===== src/rtl/mips_ctrl_pkg.sv =====
// Shared encodings for the multicycle MIPS control path. The datapath muxes
// and the ALU control import the same select constants as the control FSM.
package mips_ctrl_pkg;

  localparam int OPCODE_WIDTH = 6;
  localparam int STATE_WIDTH  = 4;

  localparam logic [5:0] OP_RTYPE = 6'h00;
  localparam logic [5:0] OP_J     = 6'h02;
  localparam logic [5:0] OP_JAL   = 6'h03;
  localparam logic [5:0] OP_BEQ   = 6'h04;
  localparam logic [5:0] OP_ADDI  = 6'h08;
  localparam logic [5:0] OP_LW    = 6'h23;
  localparam logic [5:0] OP_SW    = 6'h2B;

  typedef enum logic [3:0] {
    S_FETCH     = 4'd0,
    S_DECODE    = 4'd1,
    S_MEM_ADDR  = 4'd2,
    S_MEM_READ  = 4'd3,
    S_MEM_WB    = 4'd4,
    S_MEM_WRITE = 4'd5,
    S_EXECUTE   = 4'd6,
    S_R_WB      = 4'd7,
    S_BRANCH    = 4'd8,
    S_JUMP      = 4'd9,
    S_ADDI_EXEC = 4'd10,
    S_ADDI_WB   = 4'd11,
    S_JAL       = 4'd12
  } state_t;

  // Write-register mux select
  localparam logic [1:0] REGDST_RT = 2'd0;
  localparam logic [1:0] REGDST_RD = 2'd1;
  localparam logic [1:0] REGDST_RA = 2'd2;

  // Register write-data source
  localparam logic [1:0] MEMTOREG_ALUOUT = 2'd0;
  localparam logic [1:0] MEMTOREG_MDR    = 2'd1;
  localparam logic [1:0] MEMTOREG_PC     = 2'd2;

  // ALU B operand source
  localparam logic [1:0] ALUSRCB_B       = 2'd0;
  localparam logic [1:0] ALUSRCB_FOUR    = 2'd1;
  localparam logic [1:0] ALUSRCB_IMM     = 2'd2;
  localparam logic [1:0] ALUSRCB_IMM_SH2 = 2'd3;

  // ALU operation class handed to the ALU control
  localparam logic [1:0] ALUOP_ADD   = 2'd0;
  localparam logic [1:0] ALUOP_SUB   = 2'd1;
  localparam logic [1:0] ALUOP_FUNCT = 2'd2;

  // Next-PC source
  localparam logic [1:0] PCSRC_ALU    = 2'd0;
  localparam logic [1:0] PCSRC_ALUOUT = 2'd1;
  localparam logic [1:0] PCSRC_JUMP   = 2'd2;

  typedef struct packed {
    logic       pc_write;
    logic       pc_write_cond;
    logic       ior_d;
    logic       mem_read;
    logic       mem_write;
    logic       ir_write;
    logic       reg_write;
    logic       alu_src_a;
    logic [1:0] reg_dst;
    logic [1:0] mem_to_reg;
    logic [1:0] alu_src_b;
    logic [1:0] alu_op;
    logic [1:0] pc_source;
  } ctrl_t;

  // True for every opcode the FSM knows how to sequence.
  function automatic logic is_legal_op(input logic [5:0] op);
    return (op == OP_RTYPE) || (op == OP_LW)  || (op == OP_SW) ||
           (op == OP_BEQ)   || (op == OP_J)   || (op == OP_JAL) ||
           (op == OP_ADDI);
  endfunction

endpackage


===== src/rtl/mips_ctrl_decode.sv =====
// Combinational Moore output decode: state (plus mem_ready for the FETCH
// IR/PC write strobes) to the datapath control word. Reset forces all zeros.
module mips_ctrl_decode
  import mips_ctrl_pkg::*;
(
  input  state_t state,
  input  logic   mem_ready,
  input  logic   reset,
  output ctrl_t  ctrl
);

  // Per-state control word; anything not set for a state stays 0.
  always_comb begin
    ctrl = '0;
    if (!reset) begin
      case (state)
        S_FETCH: begin
          ctrl.mem_read  = 1'b1;
          ctrl.alu_src_b = ALUSRCB_FOUR;
          ctrl.alu_op    = ALUOP_ADD;
          ctrl.pc_source = PCSRC_ALU;
          ctrl.ir_write  = mem_ready;
          ctrl.pc_write  = mem_ready;
        end
        S_DECODE: begin
          ctrl.alu_src_b = ALUSRCB_IMM_SH2;
          ctrl.alu_op    = ALUOP_ADD;
        end
        S_MEM_ADDR, S_ADDI_EXEC: begin
          ctrl.alu_src_a = 1'b1;
          ctrl.alu_src_b = ALUSRCB_IMM;
          ctrl.alu_op    = ALUOP_ADD;
        end
        S_MEM_READ: begin
          ctrl.mem_read = 1'b1;
          ctrl.ior_d    = 1'b1;
        end
        S_MEM_WB: begin
          ctrl.reg_dst    = REGDST_RT;
          ctrl.mem_to_reg = MEMTOREG_MDR;
          ctrl.reg_write  = 1'b1;
        end
        S_MEM_WRITE: begin
          ctrl.mem_write = 1'b1;
          ctrl.ior_d     = 1'b1;
        end
        S_EXECUTE: begin
          ctrl.alu_src_a = 1'b1;
          ctrl.alu_src_b = ALUSRCB_B;
          ctrl.alu_op    = ALUOP_FUNCT;
        end
        S_R_WB: begin
          ctrl.reg_dst    = REGDST_RD;
          ctrl.mem_to_reg = MEMTOREG_ALUOUT;
          ctrl.reg_write  = 1'b1;
        end
        S_BRANCH: begin
          ctrl.alu_src_a     = 1'b1;
          ctrl.alu_src_b     = ALUSRCB_B;
          ctrl.alu_op        = ALUOP_SUB;
          ctrl.pc_write_cond = 1'b1;
          ctrl.pc_source     = PCSRC_ALUOUT;
        end
        S_JUMP: begin
          ctrl.pc_write  = 1'b1;
          ctrl.pc_source = PCSRC_JUMP;
        end
        S_ADDI_WB: begin
          ctrl.reg_dst    = REGDST_RT;
          ctrl.mem_to_reg = MEMTOREG_ALUOUT;
          ctrl.reg_write  = 1'b1;
        end
        S_JAL: begin
          ctrl.reg_dst    = REGDST_RA;
          ctrl.mem_to_reg = MEMTOREG_PC;
          ctrl.reg_write  = 1'b1;
          ctrl.pc_write   = 1'b1;
          ctrl.pc_source  = PCSRC_JUMP;
        end
        default: ctrl = '0;
      endcase
    end
  end

endmodule


===== src/rtl/mips_multicycle_control.sv =====
// Multicycle MIPS main control: state register and next-state sequencing.
// Memory handshake: a FETCH/MEM_READ/MEM_WRITE state holds while mem_ready=0
// and advances on the first edge at which mem_ready=1; other states ignore it.
module mips_multicycle_control
  import mips_ctrl_pkg::*;
#(
  parameter int OPCODE_WIDTH = 6,
  parameter int STATE_WIDTH  = 4
) (
  input  logic                    clk,
  input  logic                    reset,
  input  logic [OPCODE_WIDTH-1:0] opcode,
  input  logic                    mem_ready,
  output logic                    pc_write,
  output logic                    pc_write_cond,
  output logic                    ior_d,
  output logic                    mem_read,
  output logic                    mem_write,
  output logic                    ir_write,
  output logic                    reg_write,
  output logic                    alu_src_a,
  output logic [1:0]              reg_dst,
  output logic [1:0]              mem_to_reg,
  output logic [1:0]              alu_src_b,
  output logic [1:0]              alu_op,
  output logic [1:0]              pc_source,
  output logic                    illegal_op,
  output logic [STATE_WIDTH-1:0]  state
);

  state_t state_q;
  ctrl_t  ctrl;

  // State register with next-state selection; unreachable codes recover to FETCH.
  always_ff @(posedge clk) begin
    if (reset) begin
      state_q <= S_FETCH;
    end else begin
      case (state_q)
        S_FETCH:     state_q <= mem_ready ? S_DECODE : S_FETCH;
        S_DECODE: begin
          case (opcode)
            OP_LW, OP_SW: state_q <= S_MEM_ADDR;
            OP_RTYPE:     state_q <= S_EXECUTE;
            OP_BEQ:       state_q <= S_BRANCH;
            OP_J:         state_q <= S_JUMP;
            OP_JAL:       state_q <= S_JAL;
            OP_ADDI:      state_q <= S_ADDI_EXEC;
            default:      state_q <= S_FETCH;
          endcase
        end
        S_MEM_ADDR:  state_q <= (opcode == OP_SW) ? S_MEM_WRITE : S_MEM_READ;
        S_MEM_READ:  state_q <= mem_ready ? S_MEM_WB : S_MEM_READ;
        S_MEM_WRITE: state_q <= mem_ready ? S_FETCH : S_MEM_WRITE;
        S_EXECUTE:   state_q <= S_R_WB;
        S_ADDI_EXEC: state_q <= S_ADDI_WB;
        default:     state_q <= S_FETCH;
      endcase
    end
  end

  mips_ctrl_decode u_decode (
    .state     (state_q),
    .mem_ready (mem_ready),
    .reset     (reset),
    .ctrl      (ctrl)
  );

  // Unsupported opcode flagged for the single DECODE cycle, never under reset.
  always_comb begin
    illegal_op = !reset && (state_q == S_DECODE) && !is_legal_op(opcode);
  end

  assign pc_write      = ctrl.pc_write;
  assign pc_write_cond = ctrl.pc_write_cond;
  assign ior_d         = ctrl.ior_d;
  assign mem_read      = ctrl.mem_read;
  assign mem_write     = ctrl.mem_write;
  assign ir_write      = ctrl.ir_write;
  assign reg_write     = ctrl.reg_write;
  assign alu_src_a     = ctrl.alu_src_a;
  assign reg_dst       = ctrl.reg_dst;
  assign mem_to_reg    = ctrl.mem_to_reg;
  assign alu_src_b     = ctrl.alu_src_b;
  assign alu_op        = ctrl.alu_op;
  assign pc_source     = ctrl.pc_source;
  assign state         = STATE_WIDTH'(state_q);

endmodule

===== config.mk =====
export PLATFORM = sky130hd
export DESIGN_NAME = mips_multicycle_control
export DESIGN_NICKNAME = d
export VERILOG_FILES = /design/src/rtl/mips_ctrl_pkg.sv /design/src/rtl/mips_ctrl_decode.sv /design/src/rtl/mips_multicycle_control.sv
export SDC_FILE = /design/constraint.sdc
export NUM_CORES = 1
export LEC_CHECK = 0
export CAP_MARGIN = 5
export CORE_MARGIN = 2
export CORE_UTILIZATION = 43
export CTS_CLUSTER_SIZE = 10
export DETAILED_ROUTE_END_ITERATION = 12
export PLACE_DENSITY = 0.84
export SYNTH_ARGS = -nofsm -noshare
export SYNTH_HDL_FRONTEND = slang
export SYNTH_HIERARCHICAL = 1
export SYNTH_SLANG_ARGS = --single-unit
export TNS_END_PERCENT = 5

===== constraint.sdc =====
create_clock -name clk -period 3.8 [get_ports clk]
set_input_delay 0.57 -clock clk [delete_from_list [all_inputs] [get_ports clk]]
set_output_delay 0.57 -clock clk [all_outputs]
set_load 0.01 [all_outputs]

==> results.md <==
Critical path:
- The largest delay contributor family on the critical path is simple AND/OR/NAND/NOR gates.
- The endpoint required time on the critical path is between 3 and 4 ns.
- The combined buffer and inverter count along the critical path is 1.
- In this run the worst path has a maximum fanout of 23.
- The largest single stage delay on the critical path is 0.75 ns.
- The category of the most critical setup path is reg -> out.
- The cell count of the worst reg-to-reg path is 3.
- Setup slack on the worst reg-to-reg path comes out at 2.03 ns.
- For the worst setup path, the data arrival time is 2.36 ns.
- The endpoint of the worst-slack reg-to-reg timing path is state[2].
- The logic depth of the worst path, buffers included is 5.
- Traced cell by cell, the critical path runs through nor4b_2, and2b_1, nand2_1, nor2_1, clkdlybuf4s50_1.
- The kind of capture point of the worst setup path is a primary output.
- The startpoint of the worst-slack reg-to-reg timing path is state[0].
- The worst setup path is launched from a flip-flop.
- For this design, the slowest cell found on the critical path is sky130_fd_sc_hd__dfxtp_1.

Timing:
- The number of pins with negative max-slew slack in the final report came to 0.
- The shortest clock period the worst path allows after layout is a little under 3 ns.
- Setup slack closes at 0.874 ns.
- After layout, the worst path uses 77.0% of the clock period.
- The hold violation total from the final report is 0.
- Setup repair after global routing left no endpoint under its margin.
- The measured slew at the worst slew-check pin is 0.779 ns.
- The total setup violations reported at the end of the flow is 0.
- Hold is met by roughly 0.85 ns.
- Derived from the worst setup path, the maximum achievable clock frequency is 0.342 GHz.
- The total negative slack is 0 ns.
- The worst clock skew on the final layout is about 0.0019 ns.
- Measured against its own limit, the worst slew margin works out to 48.0%.

Logic synthesis:
- sky130_fd_sc_hd__dfxtp_1 takes more of the synthesized area than any other cell.
- The synthesized design devotes to its leading area cell type approximately an eighth of total area.
- Synthesis produced a netlist whose cell count is 95.
- The most frequently used flop master after synthesis is sky130_fd_sc_hd__dfxtp_1.
- Counting every net in the synthesized netlist gives 104.
- During synthesis, Yosys emitted a total of 6 warnings.
- A synthesized cell averages 7.10 um2.
- The post-synth design cell area is 674 um2.
- The synthesized design contains 4 register bits.
- Summing the areas of all and, or, nand and nor instances in the mapped netlist gives a little under half of the synthesized area.
- Of all flip-flops after synthesis, the portion carrying an async set or reset was 0%.
- The synthesized design contains 0 enable-type register cells.
- The multiplexer share of the synthesized area is roughly 1.7%.
- The dominant combinational cell family by area after synthesis is simple AND/OR/NAND/NOR gates.
- The xor and xnor area share after synthesis is 6.49%.
- By count the netlist is led by 11 x sky130_fd_sc_hd__nor2_1, 6 x sky130_fd_sc_hd__buf_4, 6 x sky130_fd_sc_hd__nor3_1, 5 x sky130_fd_sc_hd__nand2b_1, 5 x sky130_fd_sc_hd__nor4_1.
- The library cell with the highest instance count after synthesis is sky130_fd_sc_hd__nor2_1.
- For this run, the register share of the synthesized area comes to 11.9%.
- After synthesis, the cell types taking the most area are sky130_fd_sc_hd__dfxtp_1 12%, sky130_fd_sc_hd__buf_4 6.7%, sky130_fd_sc_hd__nor2_1 6.1%.
- The synthesized netlist contains between 40 and 50 unique library cells.
- Summing the areas of all compound-gate instances in the mapped netlist gives approximately a fifth of the synthesized area.
- Of the total synthesized cell area, the portion taken by full adders, half adders and majority gates is 0%.

Pwr:
- The clock network is responsible for 35.3% of the overall power.
- The power dissipated by switching net loads is 46.9 uW.
- Sequential cells burn 31.6% of the power.
- VDD sags by at most 0.112 mV.
- The cell area power density is 161 nW/um2.
- The leakage power is 0.000336 uW.
- Cell internal power was estimated by the tool at ~110 uW.
- Net switching is 30.5% of the power.
- The combinational share of power is 33.1%.

Drt:
- The violation count after the first detailed-route iteration is 11.
- After detailed routing, the number of remaining DRC violations is 0.
- The number of vias after detailed routing is 771.
- After detailed routing, the total wire length is 1690 um.
- The number of vias per cell is 5.75.
- The first-pass detailed-route iteration total is 4.
- Once detail routing completed, the nets flagged for antenna violations numbered 0.
- Dividing the detail-routed wire length by the instance count gives between 10 and 15 um.

Global route:
- The number of global-route vias before repair is 666.
- The combined global-route utilization of all metal layers is a little under a fifth.
- The met3 capacity usage during global routing is 3.33%.
- In this run the most used layer during global routing was met2.
- The total grt overflow is 0.
- The pin count of the biggest net entering global routing is 27.
- The global-route met1 utilization is 22.2%.
- The global routing usage on met2 is 34.1%.
- The number of antenna violations at the first check in global routing was 0.
- The first global-routing pass estimated approximately 2800 um of wire.

Final layout:
- The net count of the finished layout is roughly 130.
- The final instance area is 952 um2.
- Relative to the synthesized area, the layout overhead comes to 41.2%.
- Of the cells placed in the final design, the portion with a size suffix greater than 1 is ~6%.
- The number of flip-flops in the largest register is 4.
- The finished layout holds approximately 130 standard cells, fillers aside.
- The number of antenna diodes is 0.
- The filler cells instantiated in the layout total 144.

Floorplanning:
- The core region is 1490 um2.
- After floorplanning, the core was divided into 14 placement rows.
- For this configuration, the core starts out at a cell density of 45.3%.
- The die covers 1900 um2.
- From left edge to right edge, the die measures 43.6 um.
- Measured along the y axis, the die boundary spans 43.6 um.
- 32 I/O pins were placed.

CTS:
- The number of clock buffers inserted by TritonCTS is 3.
- The clock network latency to the later pin of the worst-skew pair is 0.24 ns.
- Buffers added to address setup during post-CTS repair amount to 0.
- TritonCTS built the clock tree.
- The level count of the clock H-tree is 1.
- Buffers inserted to repair hold after CTS numbered 0.
- The number of gates resized after CTS was 0.
- The buffer type at the clock tree root is sky130_fd_sc_hd__clkbuf_4.
- After clock tree synthesis, the clock-pin slew on the worst setup and hold paths is 0.04 ns.
- The clock tree buffer depth is 2.
- The sink count of the clock tree is 4.

Place:
- The routability congestion estimate from global placement is 0.797.
- At the placement stage, the worst setup path has a slack of 0.904 ns.
- The cell area reported after detailed placement is 930 um2.
- During placement, the flow inserted port buffers numbering 31.
- The number of placed instances, taps included, is 131.
- After legalization and detailed placement, the total HPWL measured 1230 um.

Min path:
- Along the worst hold path, the cell count comes to 2.
- For hold timing, the worst endpoint is state[1].
- The origin of the worst min-delay path is state[1].
- The path type of the worst min-delay path is reg -> reg.

Run status:
- The flow ran to the end, and the final reports show no timing, DRC or antenna violations.

Job:
- Across the run, the number of max-cap violations was 0.
-- through the flow --
step | power, uW | utilization, %
2_1_floorplan | 75.5 | -
3_3_place_gp | 98.5 | 62.4
3_5_place_dp | 99.5 | 62.4
4_1_cts | 154 | 63.9
5_1_grt | 167 | 63.9
6_report | 154 | 63.9
-- placed cells by master, fill, tap and decap left out, types with 3 or more instances in the layout --
| cell type | synthesis | layout |
|---|---|---|
| sky130_fd_sc_hd__nor4_1 | 5 | 5 |
| sky130_fd_sc_hd__xor2_1 | 4 | 4 |
| sky130_fd_sc_hd__nand2b_1 | 5 | 5 |
| sky130_fd_sc_hd__nor2_1 | 11 | 11 |
| sky130_fd_sc_hd__clkbuf_4 | 0 | 3 |
| sky130_fd_sc_hd__and3_1 | 3 | 3 |
| sky130_fd_sc_hd__clkdlybuf4s50_1 | 0 | 31 |
| sky130_fd_sc_hd__nand2_1 | 4 | 4 |
| sky130_fd_sc_hd__nor3_1 | 6 | 6 |
| sky130_fd_sc_hd__a21oi_1 | 4 | 4 |
| sky130_fd_sc_hd__nor3b_1 | 3 | 3 |
| sky130_fd_sc_hd__dfxtp_1 | 4 | 4 |
| sky130_fd_sc_hd__o21ai_0 | 4 | 4 |
-- layer usage --
layer  vias to the layer above  share of wire (%)
met5                         -                  0
met4                         0                1.0
met3                         2                7.9
met2                        35                 49
met1                       338                 42
li1                        396                  -
-- worst max path at each step --
stage / end / from / slack, ns
6_report: illegal_op / state[0] / 0.87
5_1_grt: illegal_op / state[0] / 0.68
4_1_cts: illegal_op / state[0] / 0.89
3_5_place_dp: alu_op[0] / reset / 0.90
3_3_place_gp: pc_write_cond / reset / 0.95
2_1_floorplan: alu_op[0] / reset / 1.69
-- power by group through the flow --
stage | clock, uW | sequential [uW] | combinational [uW]
finish | 54.2 | 48.5 | 50.9
CTS | 55.1 | 48.4 | 50.9
global route | 62.3 | 49.2 | 55.1
floorplan | 0 | 45.5 | 30.0
global placement | 0 | 48.9 | 49.6
detailed placement | 0 | 49.0 | 50.5
-- layout make-up --
class                      instances  area [um2]  share of cell area, %
sequential                         4        80.1                   8.41
multi-input combinational         79         515                   54.1
timing repair buffer              31         310                   32.6
tap                               16        20.0                   2.10
clock buffer                       3        22.5                   2.37
inverter                           1        3.75                  0.394
-- kinds of logic after synthesis --
family,after synthesis
mux,1
compound gates,21
buf+inv,12
xor+xnor,5
flops,4
simple gates,52
-- worst reg2reg max path, delay by kind of cell (launching register included) --
kind / cells / cell delay [ns]
AOI/OAI and AO/OA: 1 / 0.30
DFF: 1 / 0.75
and+or+nand+nor: 2 / 0.61
Power figures use the tool's default switching activity.
